File: config.mk
export PLATFORM = sky130hd
export DESIGN_NAME = crc16_frame_arbiter
export DESIGN_NICKNAME = d
export VERILOG_FILES = /design/src/rtl/crc16_arb_pkg.sv /design/src/rtl/crc16_byte_step.sv /design/src/rtl/crc16_frame_arbiter.sv
export SDC_FILE = /design/constraint.sdc
export NUM_CORES = 1
export LEC_CHECK = 0
export CORE_MARGIN = 1.5
export CORE_UTILIZATION = 44
export DETAILED_ROUTE_END_ITERATION = 7
export GPL_ROUTABILITY_DRIVEN = 0
export GPL_TIMING_DRIVEN = 1
export PLACE_DENSITY = 0.86
export SYNTH_ARGS = -nofsm -noshare
export SYNTH_HDL_FRONTEND = slang
export SYNTH_HIERARCHICAL = 1
export SYNTH_SLANG_ARGS = --single-unit
File: constraint.sdc
create_clock -name clk -period 2.05 [get_ports clk]
set_input_delay 0.3075 -clock clk [delete_from_list [all_inputs] [get_ports clk]]
set_output_delay 0.3075 -clock clk [all_outputs]
set_load 0.005 [all_outputs]
File: src/rtl/crc16_arb_pkg.sv
// Shared types and CRC-16 constants for the frame arbiter
// and the receive-side checker.
package crc16_arb_pkg;

  typedef enum logic [1:0] {
    IDLE,
    DATA,
    CRC_HI,
    CRC_LO
  } state_t;

  localparam logic [15:0] CRC16_POLY = 16'h8005;
  localparam logic [15:0] CRC16_INIT = 16'h0000;

endpackage

File: src/rtl/crc16_byte_step.sv
// One-byte CRC-16 update, MSB first, no reflection.
// Pure combinational; shared with the receive checker.
module crc16_byte_step
  import crc16_arb_pkg::*;
(
  input  logic [15:0] crc,
  input  logic [7:0]  data,
  output logic [15:0] crc_next
);

  logic [15:0] c;

  // Fold the byte into the top of the register, then shift 8 times
  always_comb begin
    c = crc ^ {data, 8'h00};
    for (int i = 0; i < 8; i++) begin
      if (c[15]) c = {c[14:0], 1'b0} ^ CRC16_POLY;
      else       c = {c[14:0], 1'b0};
    end
    crc_next = c;
  end

endmodule

File: src/rtl/crc16_frame_arbiter.sv
// Round-robin per-frame arbiter that appends CRC-16 (MSB first).
// Optional payload length counter: define CRC16_ARB_LEN_EN.
module crc16_frame_arbiter
  import crc16_arb_pkg::*;
#(
  parameter int NUM_REQ = 2,
  parameter int SRC_W   = $clog2(NUM_REQ)
) (
  input  logic                 clk,
  input  logic                 rst,
  input  logic [NUM_REQ-1:0]   in_valid,
  input  logic [8*NUM_REQ-1:0] in_data,
  input  logic [NUM_REQ-1:0]   in_last,
  output logic [NUM_REQ-1:0]   in_ready,
  output logic                 out_valid,
  output logic [7:0]           out_data,
  output logic                 out_last,
  input  logic                 out_ready,
  output logic [SRC_W-1:0]     out_src,
  output logic                 busy
`ifdef CRC16_ARB_LEN_EN
  ,
  output logic [15:0]          frame_len
`endif
);

  state_t           state;
  logic [15:0]      crc;
  logic [15:0]      crc_nxt;
  logic [SRC_W-1:0] ptr;
  logic [SRC_W-1:0] grant;
  logic [SRC_W-1:0] win;
  logic             win_ok;
  logic             g_valid;
  logic             g_last;
  logic [7:0]       g_data;
  logic             fire;

  function automatic int rr_idx(
    input logic [SRC_W-1:0] p,
    input int               off
  );
    int k;
    k = int'(p) + 1 + off;
    if (k >= NUM_REQ) k = k - NUM_REQ;
    return k;
  endfunction

  // Round-robin search starting just after the last served requester
  always_comb begin
    win    = '0;
    win_ok = 1'b0;
    for (int i = 0; i < NUM_REQ; i++) begin
      for (int j = 0; j < NUM_REQ; j++) begin
        if (!win_ok && in_valid[j] && rr_idx(ptr, i) == j) begin
          win    = SRC_W'(j);
          win_ok = 1'b1;
        end
      end
    end
  end

  // Select the granted requester's byte lane
  always_comb begin
    g_valid = 1'b0;
    g_last  = 1'b0;
    g_data  = '0;
    for (int j = 0; j < NUM_REQ; j++) begin
      if (grant == SRC_W'(j)) begin
        g_valid = in_valid[j];
        g_last  = in_last[j];
        g_data  = in_data[8*j +: 8];
      end
    end
  end

  // Only the granted requester sees ready, and only while in DATA
  always_comb begin
    in_ready = '0;
    for (int j = 0; j < NUM_REQ; j++) begin
      if (state == DATA && grant == SRC_W'(j)) in_ready[j] = out_ready;
    end
  end

  assign fire = (state == DATA) && g_valid && out_ready;
  assign busy = (state != IDLE);

  crc16_byte_step u_step (
    .crc      (crc),
    .data     (g_data),
    .crc_next (crc_nxt)
  );

  // Output stream mux: payload pass-through, then the two CRC bytes
  always_comb begin
    out_valid = 1'b0;
    out_data  = '0;
    out_last  = 1'b0;
    unique case (1'b1)
      (state == IDLE): ;
      (state == DATA): begin
        out_valid = g_valid;
        out_data  = g_data;
      end
      (state == CRC_HI): begin
        out_valid = 1'b1;
        out_data  = crc[15:8];
      end
      (state == CRC_LO): begin
        out_valid = 1'b1;
        out_data  = crc[7:0];
        out_last  = 1'b1;
      end
    endcase
  end

  // Frame sequencer: arbitrate, accumulate CRC, emit CRC, rotate ptr
  always_ff @(posedge clk or negedge rst) begin
    if (!rst) begin
      state   <= IDLE;
      crc     <= CRC16_INIT;
      ptr     <= SRC_W'(NUM_REQ - 1);
      grant   <= '0;
      out_src <= '0;
    end else begin
      case (state)
        IDLE: begin
          crc <= CRC16_INIT;
          if (win_ok) begin
            grant   <= win;
            out_src <= win;
            state   <= DATA;
          end
        end
        DATA: begin
          if (fire) begin
            crc <= crc_nxt;
            if (g_last) state <= CRC_HI;
          end
        end
        CRC_HI: begin
          if (out_ready) state <= CRC_LO;
        end
        CRC_LO: begin
          if (out_ready) begin
            ptr   <= grant;
            state <= IDLE;
          end
        end
        default: state <= IDLE;
      endcase
    end
  end

`ifdef CRC16_ARB_LEN_EN
  logic [15:0] len;

  // Saturating payload byte count, held through the CRC beats
  always_ff @(posedge clk or negedge rst) begin
    if (!rst) begin
      len <= '0;
    end else if (state == IDLE) begin
      len <= '0;
    end else if (fire && len != 16'hFFFF) begin
      len <= len + 16'd1;
    end
  end

  assign frame_len = len;
`endif

endmodule

==> run metrics <==
clk_skew about 13 ps; FP Rows 20; Setup TNS -752 ps; FF-to-FF path depth 7; final number of setup-violating endpoints 9; final worst setup slack -192 ps; slowest stage cell, crit path dfrtp_2; clk sink count 20; layout cells sized above 1 0.490; mux cell area share after synthesis 0.110; Fin. Hold Viols 0; Final Instance Count excl. Fillers between 200 and 250; Top Metal Used met4; ANT cells 0; cts hold-fix bufs 0; met2 wire length 2380 um; Yosys top cell by area dfrtp_1; count of cell types in the netlist 30; first-pass GRT wire length slightly above 7000 um; Core Box Area approximately 0.0031 sq mm; setup repair after global routing missed its margin yes; f_max between 400 and 500 MHz; startpoint types flop; worst path bufs/invs 1; drt first pass iters 4; Die Footprint 0.00354 sq mm; cell class contributing the biggest share of worst-path delay XOR/XNOR gates; Slew headroom 0.692; CP Depth 7; Synth Area in Adders 0.0356; Total GRT Usage 0.275; Detail Placement HPWL roughly 2700 um; Syn Area/Cell approximately 11 sq um; CTS H-tree depth 1; Compound-Gate Fraction of Synth Area 0.196; CTS clk-pin slew, worst paths about 130 ps; HP Class input port to async pin; Via-to-Cell Ratio roughly 5.5; Initial Utilization 0.460; final period utilization 1.09; mapped cell area about 0.0014 sq mm; ys async rst share 1.00; Iter 0 DRT Violations approximately 110; wl on met1 1950 um; Residual DRC 0; root buffer cell clkbuf_4; area grow syn2layout 68.1%; dominant synthesized flop cell dfrtp_1; maxcap violations 0; syn nets ~150; DP Area 0.00199 sq mm; maximum vdd drop 882 uV; commonest cells in the netlist 19 x dfrtp_1, 16 x a22o_1, 15 x xnor2_1, 11 x nor2_1, 9 x mux2_2; LEAKAGE roughly 1.1 nW; largest family of logic cells by synthesized area compound AO/OA/AOI/OAI gates; Post-synth EDFFs 0; Largest stage delay, worst path 500 ps; min cycle time layout ~2200 ps; CTS max path bufs 2; fin. max-slew vios 0; xor/xnor share of the synthesized area 0.159; Die Wd roughly 60 um; CTS tree done; Die Span Y between 50 and 60 um; total grt overflow 0; cells after synthesis roughly 130; Final Util 0.774; PortBufs 36; synth top area cells dfrtp_1 34%, a22o_1 10%, xnor2_1 9.3%; Synth Area in Simple Gates 0.0641; Worst EP arrival about 2500 ps; largest net degree at the start of global routing 21; Crit path required time between 2000 and 2500 ps; Yosys top cell area share 0.338; Critical Path, Cell by Cell buf_6 -> mux2_4 -> xnor2_4 -> xnor2_2 -> xnor2_2 -> xnor3_1 -> a22o_1; Crit path top cell by count xnor2_2; CTS buffer count 3; Ys Warns 6; register area share after synthesis 0.357; placed cells 219; top-count cell post-synth dfrtp_1; routed len/inst 19.4 um; number of global-route vias before repair about 1.4k; Post-layout nets ~220; clock latency on the worst-skew pair a little over 300 ps; worst-path fanout max 6; violated checks setup timing; post-route ant nets 0; initial antenna violation count 0; power per cell area 1860 mW/mm^2; Final Instance Area between 0.002 and 0.0025 sq mm; DR vias roughly 1.3k; CP Capture Type flop; Worst-Margin Slew around 460 ps; status complete, but fails checks; final WL roughly 4700 um; WL met3 ~190 um; FF+latch count, synth 20; Top Ports 37; crit path kind flop to flop
[per-stage QoR]
step / setup slack [ps] / power, mW / hold slack (ps)
5_1_grt: -214 / 4.58 / 324
6_report: -192 / 4.39 / 326
3_5_place_dp: -301 / 3.29 / 518
4_1_cts: -181 / 4.10 / 326
3_3_place_gp: -229 / 3.18 / 508
2_1_floorplan: -162 / 2.36 / 11.9
[routing by layer]
metal | vias to the layer above | global-route usage
li1 | 592 | -
met1 | 666 | 0.338
met2 | 57 | 0.474
met3 | 15 | 0.0349
met4 | 0 | 0.133
met5 | - | 0
[flip-flops by register name, indices dropped and copies added, names as in the netlist]
name,cells
crc,16
state,2
grant,1
ptr,1
[power by group]
group / internal (mW) / switching, mW / total (mW)
clock: 0.198 / 0.137 / 0.335
sequential: 0.537 / 0.189 / 0.726
combinational: 1.92 / 1.42 / 3.33
total: 2.65 / 1.74 / 4.39
[worst reg2reg max path: cells and delay by family (launching register included)]
family | cells | cell delay, ps
xor gates and xnor gates | 4 | 930
DFF | 1 | 500
muxes | 1 | 330
AOI/OAI and AO/OA | 1 | 240
buffers and inverters | 1 | 150
[layout by cell type (no fill, tap or decap), types with 4 or more instances in the layout]
master / netlist / final
mux2_4: 0 / 8
xnor2_2: 1 / 7
nor2_1: 11 / 10
ha_4: 0 / 4
clkdlybuf4s50_1: 0 / 24
xnor2_4: 0 / 4
buf_4: 5 / 33
a22o_1: 16 / 16
clkbuf_2: 0 / 5
buf_6: 3 / 8
a222oi_1: 8 / 8
nand2_1: 5 / 4
xnor2_1: 15 / 5
dfrtp_1: 19 / 16
[path summary, 6_finish.rpt]
check | start | to | slack (ps)
worst min register to register | crc[3]$_DFFE_PN0P_ | crc[3]$_DFFE_PN0P_ | 560
worst max-delay path | grant$_DFFE_PN0P_ | crc[15]$_DFFE_PN0P_ | -190
min in group clk | crc[3]$_DFFE_PN0P_ | crc[3]$_DFFE_PN0P_ | 560
worst max register to register | grant$_DFFE_PN0P_ | crc[15]$_DFFE_PN0P_ | -190
max in group asynchronous | rst | ptr$_DFFE_PN1P_ | 1440
worst min-delay path | rst | crc[8]$_DFFE_PN0P_ | 330
[kinds of logic after synthesis]
logic type               count (synthesis)
multiplexers                            13
AND/OR/NAND/NOR                         20
buffers and inverters                   18
adder cells (fa/ha/maj)                  4
AO/OA/AOI/OAI                           29
flip-flops                              20
XOR/XNOR                                23
[layout make-up]
type,count,area (sq um)
Multi-Input combinational cell,89,1050
Fill cell,172,691
Timing Repair Buffer,78,682
Sequential cell,20,505
Tap cell,44,55.1
Clock inverter,1,30.0
Clock buffer,3,22.5
Inverter,5,18.8
[what timing repair did]
action	4_1_cts	5_1_grt
buffers inserted	13	6
setup endpoints to repair	16	14
pin swaps	14	20
gates resized for setup	53	20
(Power assumes the default switching activity.)
